==> src/rtl/lsb_msb_cnt_ctrl_if.sv <==
// Control/status bundle between the run sequencer and its tick source / readout logic.
// The preload signals exist only when CNT_CTRL_PRELOAD_EN is defined.
interface lsb_msb_cnt_ctrl_if #(
    parameter int unsigned LSB_W = 12,
    parameter int unsigned MSB_W = 3
);
    logic             start_i;
    logic             stop_i;
    logic             clear_i;
    logic             tick_i;
    logic             done_ack_i;
    logic             busy_o;
    logic             done_o;
    logic             err_o;
    logic [LSB_W-1:0] lsb_cnt_o;
    logic [MSB_W-1:0] msb_cnt_o;
`ifdef CNT_CTRL_PRELOAD_EN
    logic             load_i;
    logic [LSB_W-1:0] load_lsb_i;
    logic [MSB_W-1:0] load_msb_i;
`endif

    modport master (
`ifdef CNT_CTRL_PRELOAD_EN
        output load_i, load_lsb_i, load_msb_i,
`endif
        output start_i, stop_i, clear_i, tick_i, done_ack_i,
        input  busy_o, done_o, err_o, lsb_cnt_o, msb_cnt_o
    );

    modport slave (
`ifdef CNT_CTRL_PRELOAD_EN
        input  load_i, load_lsb_i, load_msb_i,
`endif
        input  start_i, stop_i, clear_i, tick_i, done_ack_i,
        output busy_o, done_o, err_o, lsb_cnt_o, msb_cnt_o
    );
endinterface

==> src/rtl/lsb_msb_cnt_ctrl.sv <==
// Two-level LSB/MSB counter sequencer with start/pause/clear, done/ack and sticky range error.
// Optional counter preload in IDLE/PAUSE is enabled by defining CNT_CTRL_PRELOAD_EN.
module lsb_msb_cnt_ctrl #(
    parameter int unsigned      LSB_W       = 12,
    parameter int unsigned      MSB_W       = 3,
    parameter logic [LSB_W-1:0] LSB_CNT_MAX = 12'd3999,
    parameter logic [MSB_W-1:0] MSB_TGT     = 3'd7
) (
    input logic                 clk_i,
    input logic                 rst_ni,
    lsb_msb_cnt_ctrl_if.slave   bus
);

    localparam logic [2:0] StIdle  = 3'd0;
    localparam logic [2:0] StRun   = 3'd1;
    localparam logic [2:0] StPause = 3'd2;
    localparam logic [2:0] StDone  = 3'd3;
    localparam logic [2:0] StErr   = 3'd4;

    logic [2:0]       state_q, state_d;
    logic [LSB_W-1:0] lsb_q, lsb_d;
    logic [MSB_W-1:0] msb_q, msb_d;
    logic             done_q, done_d;
    logic             err_q, err_d;
    logic             busy_q, busy_d;

    always_comb begin
        state_d = state_q;
        lsb_d   = lsb_q;
        msb_d   = msb_q;
        done_d  = done_q;
        err_d   = err_q;

        if (bus.clear_i) begin
            state_d = StIdle;
            lsb_d   = '0;
            msb_d   = '0;
            done_d  = 1'b0;
            err_d   = 1'b0;
        end else begin
            case (state_q)
                StIdle: begin
`ifdef CNT_CTRL_PRELOAD_EN
                    if (bus.load_i) begin
                        lsb_d = bus.load_lsb_i;
                        msb_d = bus.load_msb_i;
                    end else
`endif
                    if (bus.start_i) begin
                        lsb_d   = '0;
                        msb_d   = '0;
                        state_d = StRun;
                    end
                end
                StRun: begin
                    // A tick coinciding with stop is dropped.
                    if (bus.stop_i) begin
                        state_d = StPause;
                    end else if (bus.tick_i) begin
                        if (lsb_q > LSB_CNT_MAX) begin
                            err_d   = 1'b1;
                            state_d = StErr;
                        end else if (lsb_q == LSB_CNT_MAX) begin
                            lsb_d = '0;
                            if (msb_q == MSB_TGT) begin
                                done_d  = 1'b1;
                                state_d = StDone;
                            end else begin
                                msb_d = msb_q + 1'b1;
                            end
                        end else begin
                            lsb_d = lsb_q + 1'b1;
                        end
                    end
                end
                StPause: begin
`ifdef CNT_CTRL_PRELOAD_EN
                    if (bus.load_i) begin
                        lsb_d = bus.load_lsb_i;
                        msb_d = bus.load_msb_i;
                    end else
`endif
                    if (bus.start_i && !bus.stop_i) begin
                        state_d = StRun;
                    end
                end
                StDone: begin
                    if (bus.done_ack_i) begin
                        done_d  = 1'b0;
                        state_d = StIdle;
                    end
                end
                StErr: begin
                    state_d = StErr;
                end
                default: begin
                    state_d = StIdle;
                end
            endcase
        end

        busy_d = (state_d == StRun) || (state_d == StPause);
    end

    always_ff @(posedge clk_i or negedge rst_ni) begin
        if (!rst_ni) begin
            state_q <= StIdle;
            lsb_q   <= '0;
            msb_q   <= '0;
            done_q  <= 1'b0;
            err_q   <= 1'b0;
            busy_q  <= 1'b0;
        end else begin
            state_q <= state_d;
            lsb_q   <= lsb_d;
            msb_q   <= msb_d;
            done_q  <= done_d;
            err_q   <= err_d;
            busy_q  <= busy_d;
        end
    end

    assign bus.busy_o    = busy_q;
    assign bus.done_o    = done_q;
    assign bus.err_o     = err_q;
    assign bus.lsb_cnt_o = lsb_q;
    assign bus.msb_cnt_o = msb_q;

endmodule

==> src/flat_wrapper.sv <==
// flat-port wrapper written by rule: the top's interface ports become plain ports
module lsb_msb_cnt_ctrl_flat 
#(
    parameter int unsigned      LSB_W       = 12,
    parameter int unsigned      MSB_W       = 3,
    parameter logic [LSB_W-1:0] LSB_CNT_MAX = 12'd3999,
    parameter logic [MSB_W-1:0] MSB_TGT     = 3'd7
)
  (clk_i, rst_ni, bus_start_i, bus_stop_i, bus_clear_i, bus_tick_i, bus_done_ack_i, bus_busy_o, bus_done_o, bus_err_o, bus_lsb_cnt_o, bus_msb_cnt_o);
  lsb_msb_cnt_ctrl_if #(.LSB_W(LSB_W), .MSB_W(MSB_W)) bus_i ();
  input logic clk_i;
  input logic rst_ni;
  input wire logic [$bits(bus_i.start_i)-1:0] bus_start_i;
  input wire logic [$bits(bus_i.stop_i)-1:0] bus_stop_i;
  input wire logic [$bits(bus_i.clear_i)-1:0] bus_clear_i;
  input wire logic [$bits(bus_i.tick_i)-1:0] bus_tick_i;
  input wire logic [$bits(bus_i.done_ack_i)-1:0] bus_done_ack_i;
  output wire logic [$bits(bus_i.busy_o)-1:0] bus_busy_o;
  output wire logic [$bits(bus_i.done_o)-1:0] bus_done_o;
  output wire logic [$bits(bus_i.err_o)-1:0] bus_err_o;
  output wire logic [$bits(bus_i.lsb_cnt_o)-1:0] bus_lsb_cnt_o;
  output wire logic [$bits(bus_i.msb_cnt_o)-1:0] bus_msb_cnt_o;
  assign bus_i.start_i = bus_start_i;
  assign bus_i.stop_i = bus_stop_i;
  assign bus_i.clear_i = bus_clear_i;
  assign bus_i.tick_i = bus_tick_i;
  assign bus_i.done_ack_i = bus_done_ack_i;
  assign bus_busy_o = bus_i.busy_o;
  assign bus_done_o = bus_i.done_o;
  assign bus_err_o = bus_i.err_o;
  assign bus_lsb_cnt_o = bus_i.lsb_cnt_o;
  assign bus_msb_cnt_o = bus_i.msb_cnt_o;
  lsb_msb_cnt_ctrl #(.LSB_W(LSB_W), .MSB_W(MSB_W), .LSB_CNT_MAX(LSB_CNT_MAX), .MSB_TGT(MSB_TGT)) u_core (.clk_i(clk_i), .rst_ni(rst_ni), .bus(bus_i));
endmodule
==> config.mk <==
export PLATFORM = sky130hd
export DESIGN_NAME = lsb_msb_cnt_ctrl_flat
export DESIGN_NICKNAME = d
export VERILOG_FILES = /design/src/rtl/lsb_msb_cnt_ctrl_if.sv /design/src/rtl/lsb_msb_cnt_ctrl.sv /design/src/flat_wrapper.sv
export SDC_FILE = /design/constraint.sdc
export NUM_CORES = 1
export LEC_CHECK = 0
export BUFFER_PORTS_ARGS = -buffer_cell sky130_fd_sc_hd__buf_2
export CAP_MARGIN = 10
export CORE_MARGIN = 3
export CORE_UTILIZATION = 35
export DETAILED_ROUTE_END_ITERATION = 16
export PLACE_DENSITY = 0.57
export SYNTH_ARGS = -nofsm -noshare
export SYNTH_HDL_FRONTEND = slang
export SYNTH_SLANG_ARGS = --single-unit
==> constraint.sdc <==
create_clock -name clk_i -period 2.1 [get_ports clk_i]
set_input_delay 0 -clock clk_i [delete_from_list [all_inputs] [get_ports clk_i]]
set_output_delay 0 -clock clk_i [all_outputs]
set_load 0.01 [all_outputs]
Yosys cells after proc, flatten, opt, wreduce, memory -nomap -nowiden
Cells that the tools add are included. W data, S select, Z words.

$add $sub $neg: 2. Magnitude comparators: 1. Equality and inequality tests: 17. Multiplexer cells: 38. Reduce and logical (&&, ||, !) cells: 13.

Operators with widths (count): $mux W12 (6); $mux W3 (16); $pmux W12 S2 (1); $ne A3 B3 Y1 const B (6); $pmux W3 S5 (1); $reduce_and A7 Y1 (2); $add A12 B1 Y12 const B (1); $eq A12 B12 Y1 const B (1); $gt A12 B12 Y1 const B (1); $mux W1 (12); $eq A3 B2 Y1 const B (3); $eq A3 B1 Y1 const B (2); $eq A3 B3 Y1 const B (2); $ne A3 B2 Y1 const B (2); $pmux W3 S2 (1); $reduce_bool A2 Y1 (3); $reduce_bool A3 Y1 (2); $reduce_and A5 Y1 (1); $reduce_and A4 Y1 (1); $add A3 B1 Y3 const B (1); $logic_not A3 Y1 (1); $ne A2 B1 Y1 const B (1); $pmux W1 S2 (1); $logic_and A1 B1 Y1 (1); 2 further kinds (2).

Bits in registers: 21. Bits of input ports: 7. Output and inout port bits: 18. Word-level logic and storage cells: 77.

Longest topological paths before layout
Gate-level depths: netlist of the first run.

Depth in word-level cells: 10. Gate-level depth with buffers: 6. Depth with buffers taken out: 6.

Least setup slack after synthesis of the first run
No wires, ideal clock.

Path type: reg2reg. Start point: reg u_core.lsb_q[0], in the netlist u_core.bus.lsb_cnt_o[0]. End point: reg u_core.lsb_q[10], in the netlist u_core.bus.lsb_cnt_o[10]. Setup time: 132 ps. Arrival: 1764 ps. Required time: 1968 ps. Slack: 205 ps. Stages on the path, launching flop included: 6. Buffers on the path: 0. Period minus slack after synthesis: 1895 ps. Cell sequence: dfrtp_1 > ha_1 > nand4_1 > or4_4 > a21oi_2 > nor2_1.

Longest elaborated chain between the ends: 7. Elaborated cells on any way between the ends: 11. Those cells by class: add/sub: 1; order compare: 1; eq/ne: 2; mux: 6; reduce/logical: 1.

Ends and longest elaborated chain: start: declaration (line lsb_msb_cnt_ctrl.sv:21) `logic [LSB_W-1:0] lsb_q, lsb_d;`; start signal: assignment (line lsb_msb_cnt_ctrl.sv:115) `lsb_q <= lsb_d;`; $add A12 B1 Y12 or $eq A12 B12 Y1 (tied branches) (line lsb_msb_cnt_ctrl.sv:72, lsb_msb_cnt_ctrl.sv:63); $mux W12 (line lsb_msb_cnt_ctrl.sv:63) `end else if (lsb_q == LSB_CNT_MAX) begin`; $mux W12 (line lsb_msb_cnt_ctrl.sv:60) `if (lsb_q > LSB_CNT_MAX) begin`; $mux W12 (line lsb_msb_cnt_ctrl.sv:59) `end else if (bus.tick_i) begin`; $mux W12 (line lsb_msb_cnt_ctrl.sv:57) `if (bus.stop_i) begin`; $pmux W12 S2 (line lsb_msb_cnt_ctrl.sv:41) `case (state_q)`; $mux W12 (line lsb_msb_cnt_ctrl.sv:34) `if (bus.clear_i) begin`.

Several ways; a longest one is shown, not always the timed one. The select of a mux whose other input is x is not followed. A chain may end at the register's enable or synchronous reset.

Worst setup path in the final report of the first run
Start point: reg u_core.lsb_q[0], in the netlist u_core.bus.lsb_cnt_o[0]. End point: reg u_core.msb_q[0], in the netlist u_core.bus.msb_cnt_o[0].

Longest elaborated chain between the ends: 3. Elaborated cells on any way between the ends: 5. Those cells by class: order compare: 1; eq/ne: 3; reduce/logical: 1.

Ends and longest elaborated chain: $gt A12 B12 Y1 or $eq A12 B12 Y1 (tied branches) (line lsb_msb_cnt_ctrl.sv:60, lsb_msb_cnt_ctrl.sv:63); $ne A3 B3 Y1 (no line) or $ne A3 B2 Y1 (tied branches); $reduce_and A7 Y1 (no line) (*); end signal: assignment (line lsb_msb_cnt_ctrl.sv:116) `msb_q <= msb_d;`; end: declaration (line lsb_msb_cnt_ctrl.sv:22) `logic [MSB_W-1:0] msb_q, msb_d;`.

Every way passes the cells marked *; elsewhere a longest branch is shown, timed or not.

==> impl_metrics.yaml, run 1 <==
worst_setup_path:
  path_buf_inv: 0
  crit_type: "flip-flop to flip-flop"
  end_kind: "flip-flop"
  cp-start-kind: "flip-flop"
  crit_chain: "ha_1, nand4_1, nor4b_4, nor3b_1, o21ai_0, mux2_2"
  cpLargestDelayFamily: "simple AND/OR/NAND/NOR gates"
  cp_slowest_cell: "dfrtp_1"
  cp.arrival_ps: 2140
  regToRegStartpoint: "u_core.bus.lsb_cnt_o[0]$_DFFE_PN0P_"
  cp_max_fo: 6
  startpoint: "u_core.bus.lsb_cnt_o[0]$_DFFE_PN0P_"
  cpPeakStageDelay_ps: 360
  critPathRequiredTime_ps: 2250
clock_tree:
  insertion_delay_ps: 260
  clk_pin_slew_ps: 80
  htreeDepth: 1
  cts_tree: "yes"
  cts_buffers: 3
  cts.sinks: 21
  cts_root_buf: "clkbuf_8"
  clock_path_buffers: 2
layout:
  syn2layout_area_growth_pct: 21.39
  drive_above_1_share_pct: 28.83
  ff_latch_area_um2: 525.5
  multi_input_area_um2: 748.2
  num_antenna_cells: 0
  num-fill-cells: 350
  final_util_pct: 45.80
  fin_nets: 174
logic_synthesis:
  avgSynthCellArea_um2: 9.990
  synth_top_family_by_area: "simple AND/OR/NAND/NOR gates"
  synth-edff-count: 0
  ys_top_cells_by_count: "dfrtp_1 (21), nand2_1 (11), a21oi_1 (8), nand3_1 (7)"
  synth_area_leaders: "dfrtp_1 (40%), or4_1 (3.5%), nand2_1 (3.2%), a21oi_1 (3.1%), ha_1 (2.9%)"
  synth_compound_area_share_pct: 21.29
  synth_xor_xnor_area_share_pct: 2.023
  synth-simple-area-share_pct: 26.88
  synth.area.mux_share_pct: 3.276
  yosysSeqAreaShare_pct: 40.46
  yosysMostFrequentCell: "dfrtp_1"
  netlist_area_mm2: 0.001299
  yosys.area.top_type_share_pct: 40.46
  yosys.area_share.adder_pct: 2.890
  syn_inst: 130
  ys_ff_latch: 21
  synth.yosys.warnings: 0
  async_reset_ff_share_pct: 100.0
  synth_ff_type: "dfrtp_1"
  ys_types: 44
  synth_nets: 140
  yosys.area.top_type: "dfrtp_1"
global_route:
  grt_pass1_vias: 1124
  grt_max_degree: 22
  grt_usage_pct: 15.74
  overflow: 0
  grt_first_pass_wirelength_um: 5409
  antenna_found_initial: 0
route:
  wire_per_inst_um: 14.88
  route.detailed.drc: 0
  via_count: 1167
  viasPerCell: 5.584
  antenna_left: 0
  drt-total-wl_um: 3109
  drt_iter0_markers: 80
  drt-pass1-iter-count: 4
timing:
  max_slew_margin_pct: 69.16
  fin_ws_ps: 108.6
  final.period_utilization_pct: 94.83
  setup_viol: 0
  finalCriticalPeriod_ps: 1991
  tightest_slew_ps: 457.8
  timing.fmax_mhz: 502.2
  finClkSkew_ps: 2.183
  maxSlewViolCount: 0
  finalHoldViolCount: 0
die:
  fp.dieW_um: 66.92
  start_util_pct: 37.73
  dieArea_mm2: 0.004478
  fp.coreArea_mm2: 0.003442
  boundaryPins: 25
  rows: 21
  die_y_um: 66.92
power_and_ir_drop:
  p_leak_uw: 0.0006875
  ir_worst_vdd_v: 0.0001959
  p_per_area_mw_per_mm2: 492.4
worst_hold_path:
  hp-class: "input port to flip-flop"
  hp-start: "bus_tick_i"
placement:
  place_congestion: 0.8152
  dp_slack_ps: 89.87
  dp_hpwl_um: 2340
  portBuffers: 24
status:
  status: "completed"
flow_run:
  max_cap_viol_count: 0
[per-layer routing]
metal | up-vias | global-route usage, % | wire (µm)
met3 | 5 | 2.361 | 161
met2 | 31 | 23.89 | 1436
met4 | 0 | 5.316 | 40
met5 | - | 0 | 0
li1 | 573 | - | -
met1 | 558 | 22.57 | 1470
[repair_timing]
item	4_1_cts	5_1_grt
setup buffers	0	1
resized for setup	0	2
endpoints found under the setup margin	0	12
hold buffers	2	0
hold endpoints to repair	23	0
[final timing paths]
kind | end | slack, ps | depth (start not counted)
min in group asynchronous | u_core.bus.lsb_cnt_o[2]$_DFFE_PN0P_ | 220 | 2
max in group asynchronous | u_core.bus.lsb_cnt_o[11]$_DFFE_PN0P_ | 1560 | 2
worst max-delay path | u_core.bus.msb_cnt_o[0]$_DFFE_PN0P_ | 110 | 6
worst min-delay path | u_core.state_q[1]$_DFF_PN0_ | 120 | 3
worst max register to register | u_core.bus.msb_cnt_o[0]$_DFFE_PN0P_ | 110 | 6
worst min register to register | u_core.bus.err_o$_DFFE_PN0P_ | 500 | 1
[cells by family after synthesis]
| logic type | count (synthesis) |
|---|---|
| adder cells (fa/ha/maj) | 3 |
| AO/OA/AOI/OAI | 38 |
| multiplexers | 4 |
| buffers and inverters | 7 |
| XOR/XNOR | 3 |
| AND/OR/NAND/NOR | 54 |
| flip-flops | 21 |
[sequential cells by signal (all words and copies together) (netlist names)]
signal / flops
u_core.bus.busy_o: 1
u_core.bus.done_o: 1
u_core.bus.err_o: 1
u_core.bus.msb_cnt_o: 3
u_core.bus.lsb_cnt_o: 12
u_core.state_q: 3
[final cells by class]
type,count,area share (%)
inverter,4,0.9524
multi-input combinational,102,47.46
timing repair buffer,32,11.75
clock buffer,4,2.857
sequential,21,33.33
tap,46,3.651
[where the power goes]
| part | leakage (µW) | internal [µW] | switching, µW |
|---|---|---|---|
| clock | 0.0000228 | 135 | 136 |
| combinational | 0.000374 | 33.5 | 55.4 |
| sequential | 0.000291 | 409 | 7.52 |
| total | 0.000687 | 578 | 199 |
[worst min-delay path, delay by kind of cell]
kind	cells	cell delay, ps
simple gates	1	120
buf+inv	1	110
compound gates	1	120
[cell usage in the layout (no fill, tap or decap), drive strengths merged, types with 2 or more instances in the layout]
master       netlist  routed
nor3b              3       3
and3               2       2
xnor2              3       3
nor4               2       2
nand3              9       9
ha                 3       3
nand2b             2       2
mux2i              2       2
o31ai              5       5
dlygate4sd3        0       2
or4                7       7
a211oi             3       3
nand2             11      11
nor3               3       3
a31oi              4       4
o21ai              7       7
nor2               7       7
nor4b              2       2
buf                3      30
o21a               2       2
mux2               2       2
dfrtp             21      21
a22o               3       3
clkbuf             0       4
inv                4       4
a21oi              9       9
[metrics by stage]
stage	hold WS, ps	instances	TNS, ps	total power (µW)	area [µm²]
2_1_floorplan	-295.6	130	0	474.3	1299
6_report	124.8	209	0	776.3	1577
3_3_place_gp	-18.63	202	0	506.9	1488
5_1_grt	171.6	209	-15.33	809.9	1577
3_5_place_dp	-9.639	202	0	508.9	1488
4_1_cts	122.6	208	0	784.0	1553
No activity file was read; power rests on OpenSTA's default activity.
==> inputs of run 2 (changes only) <==
Settings changed: ABC_AREA set to 1, PLACE_DENSITY 0.57 to 0.56.
==> run 2 against run 1 <==
Count of clock-buffer cells in the layout down 1. Critical path type unchanged. Largest cell class unchanged. Largest power group unchanged. Die area up 4.0%. Non-clock buffer count unchanged. Final area up 3.7%.
==> impl_metrics.yaml, run 2 <==
power_and_ir_drop:
  p_leak_uw: 0.0007681
  p_per_area_mw_per_mm2: 525.9
  ir_worst_vdd_v: 0.0002650
logic_synthesis:
  ys_types: 26
  ys_top_cells_by_count: "nand2_1 (39), dfrtp_1 (21), nand3_1 (18), inv_1 (17), nor2_1 (14)"
  synth_ff_type: "dfrtp_1"
  syn_inst: 179
  synth_area_leaders: "dfrtp_1 (39%), nand2_1 (11%), nand3_1 (6.6%), nor2_4 (5.0%), inv_1 (4.7%)"
  yosysMostFrequentCell: "nand2_1"
  synth.yosys.warnings: 0
  async_reset_ff_share_pct: 100.0
  netlist_area_mm2: 0.001356
  yosysSeqAreaShare_pct: 38.75
  yosys.area.top_type_share_pct: 38.75
  synth-edff-count: 0
  ys_ff_latch: 21
  avgSynthCellArea_um2: 7.577
  synth_nets: 189
  yosys.area.top_type: "dfrtp_1"
clock_tree:
  cts.sinks: 21
  insertion_delay_ps: 270
  cts_root_buf: "clkbuf_8"
  cts_buffers: 3
  clock_path_buffers: 2
  cts_tree: "yes"
  clk_pin_slew_ps: 90
  htreeDepth: 1
die:
  start_util_pct: 38.52
  die_y_um: 68.25
  boundaryPins: 25
  fp.coreArea_mm2: 0.003521
  rows: 21
  dieArea_mm2: 0.004658
  fp.dieW_um: 68.25
timing:
  finalCriticalPeriod_ps: 1830
  rsz0062_at_grt: "false"
  setup_viol: 0
  max_slew_margin_pct: 69.34
  final.period_utilization_pct: 87.16
  finClkSkew_ps: 11.52
  tightest_slew_ps: 456.4
  timing.fmax_mhz: 546.3
  finalHoldViolCount: 0
  maxSlewViolCount: 0
  setup_tns_ps: 0
layout:
  drive_above_1_share_pct: 26.42
  stdcell_count: 258
  num_antenna_cells: 0
  syn2layout_area_growth_pct: 20.48
  fin_nets: 223
  final_cell_mix: "nand2_1 (39), buf_2 (24), dfrtp_1 (21)"
  layout_commonest_cell: "nand2_1"
  largest_reg_flops: 12
global_route:
  grt_usage_pct: 15.78
  grt_first_pass_wirelength_um: 5520
  overflow: 0
  grt_max_degree: 22
  grt_pass1_vias: 1202
  antenna_found_initial: 0
placement:
  numPlacedInstances: 251
  dp_hpwl_um: 2557
  place_congestion: 0.8167
  portBuffers: 24
worst_setup_path:
  critPathRequiredTime_ps: 2240
  crit_type: "flip-flop to flip-flop"
  cp_slowest_cell: "dfrtp_1"
  cpLargestDelayFamily: "simple AND/OR/NAND/NOR gates"
  cpPeakStageDelay_ps: 370
  cp_max_fo: 5
  end_kind: "flip-flop"
  cp-start-kind: "flip-flop"
  path_buf_inv: 0
  crit_chain: "ha_1, nand2_1, nor2_4, nand2_2, nor2_4, nor2_4, nor2_1, nand2_1, nand2_1, o21ai_0"
  cp.arrival_ps: 1980
status:
  status: "completed"
route:
  drt_iter0_markers: 71
  route.detailed.drc: 0
  via_count: 1291
  antenna_left: 0
  drt-total-wl_um: 3268
  wire_per_inst_um: 12.67
  drt-pass1-iter-count: 4
  viasPerCell: 5.004
flow_run:
  max_cap_viol_count: 0
worst_hold_path:
  hp-class: "input port to flip-flop"
[run 2: repair_timing]
item                                   in CTS  in global routing
gates resized for setup                     0                  0
hold buffers                                1                  0
setup endpoints to repair                   0                  2
buffers inserted                            0                  2
endpoints found under the hold margin      21                  0
[run 2: cell families after synthesis]
kind of cell | synth area share (%)
buf+inv | 7.933
fa+ha+maj | 2.768
xor+xnor | 3.229
simple gates | 36.16
compound gates | 11.16
flops | 38.75
[run 2: final timing paths]
path                                                     startpoint                             endpoint  slack [ps]  cells after the start
worst max-delay path            u_core.bus.lsb_cnt_o[1]$_DFFE_PN0P_  u_core.bus.msb_cnt_o[2]$_DFFE_PN0P_         270                     10
worst min register to register        u_core.bus.done_o$_DFFE_PN0P_        u_core.bus.done_o$_DFFE_PN0P_         470                      2
max in group asynchronous                                    rst_ni         u_core.bus.err_o$_DFFE_PN0P_        1560                      2
worst min-delay path                                    bus_clear_i          u_core.state_q[1]$_DFF_PN0_          30                      2
worst max register to register  u_core.bus.lsb_cnt_o[1]$_DFFE_PN0P_  u_core.bus.msb_cnt_o[2]$_DFFE_PN0P_         270                     10
min in group asynchronous                                    rst_ni  u_core.bus.lsb_cnt_o[9]$_DFFE_PN0P_         210                      2
[run 2: metal layers]
| layer | GRT usage [%] | routed length [µm] |
|---|---|---|
| met3 | 2.627 | 149 |
| met5 | 0 | 0 |
| met1 | 21.27 | 1544 |
| met4 | 5.955 | 47 |
| met2 | 25.15 | 1527 |
[run 2: cell type report]
class                   instances  area, µm²
inverters                      23      86.33
flip-flops and latches         21      525.5
well taps                      46      57.56
clock inverters                 1      5.005
clock buffers                   3      41.29
fillers                       378       1887
repair buffers                 32      195.2
multi-input cells             132      723.2
[run 2: metrics by stage]
stage | setup WS, ps | hold slack (ps) | utilization, % | power, µW | cell area [µm²]
after global routing | 92.55 | 30.18 | 46.41 | 904.5 | 1634
after detailed placement | 203.5 | -10.36 | 44.03 | 577.1 | 1550
final | 269.6 | 27.26 | 46.41 | 859.4 | 1634
after floorplan | 348.6 | -295.6 | - | 528.5 | 1356
after global placement | 244.4 | -15.22 | 44.03 | 574.8 | 1550
after CTS | 189.1 | 25.67 | 45.63 | 853.3 | 1607
[run 2: where the power goes]
group	internal, µW	switching, µW
clock	133	142
combinational	60.7	102
sequential	415	7.44
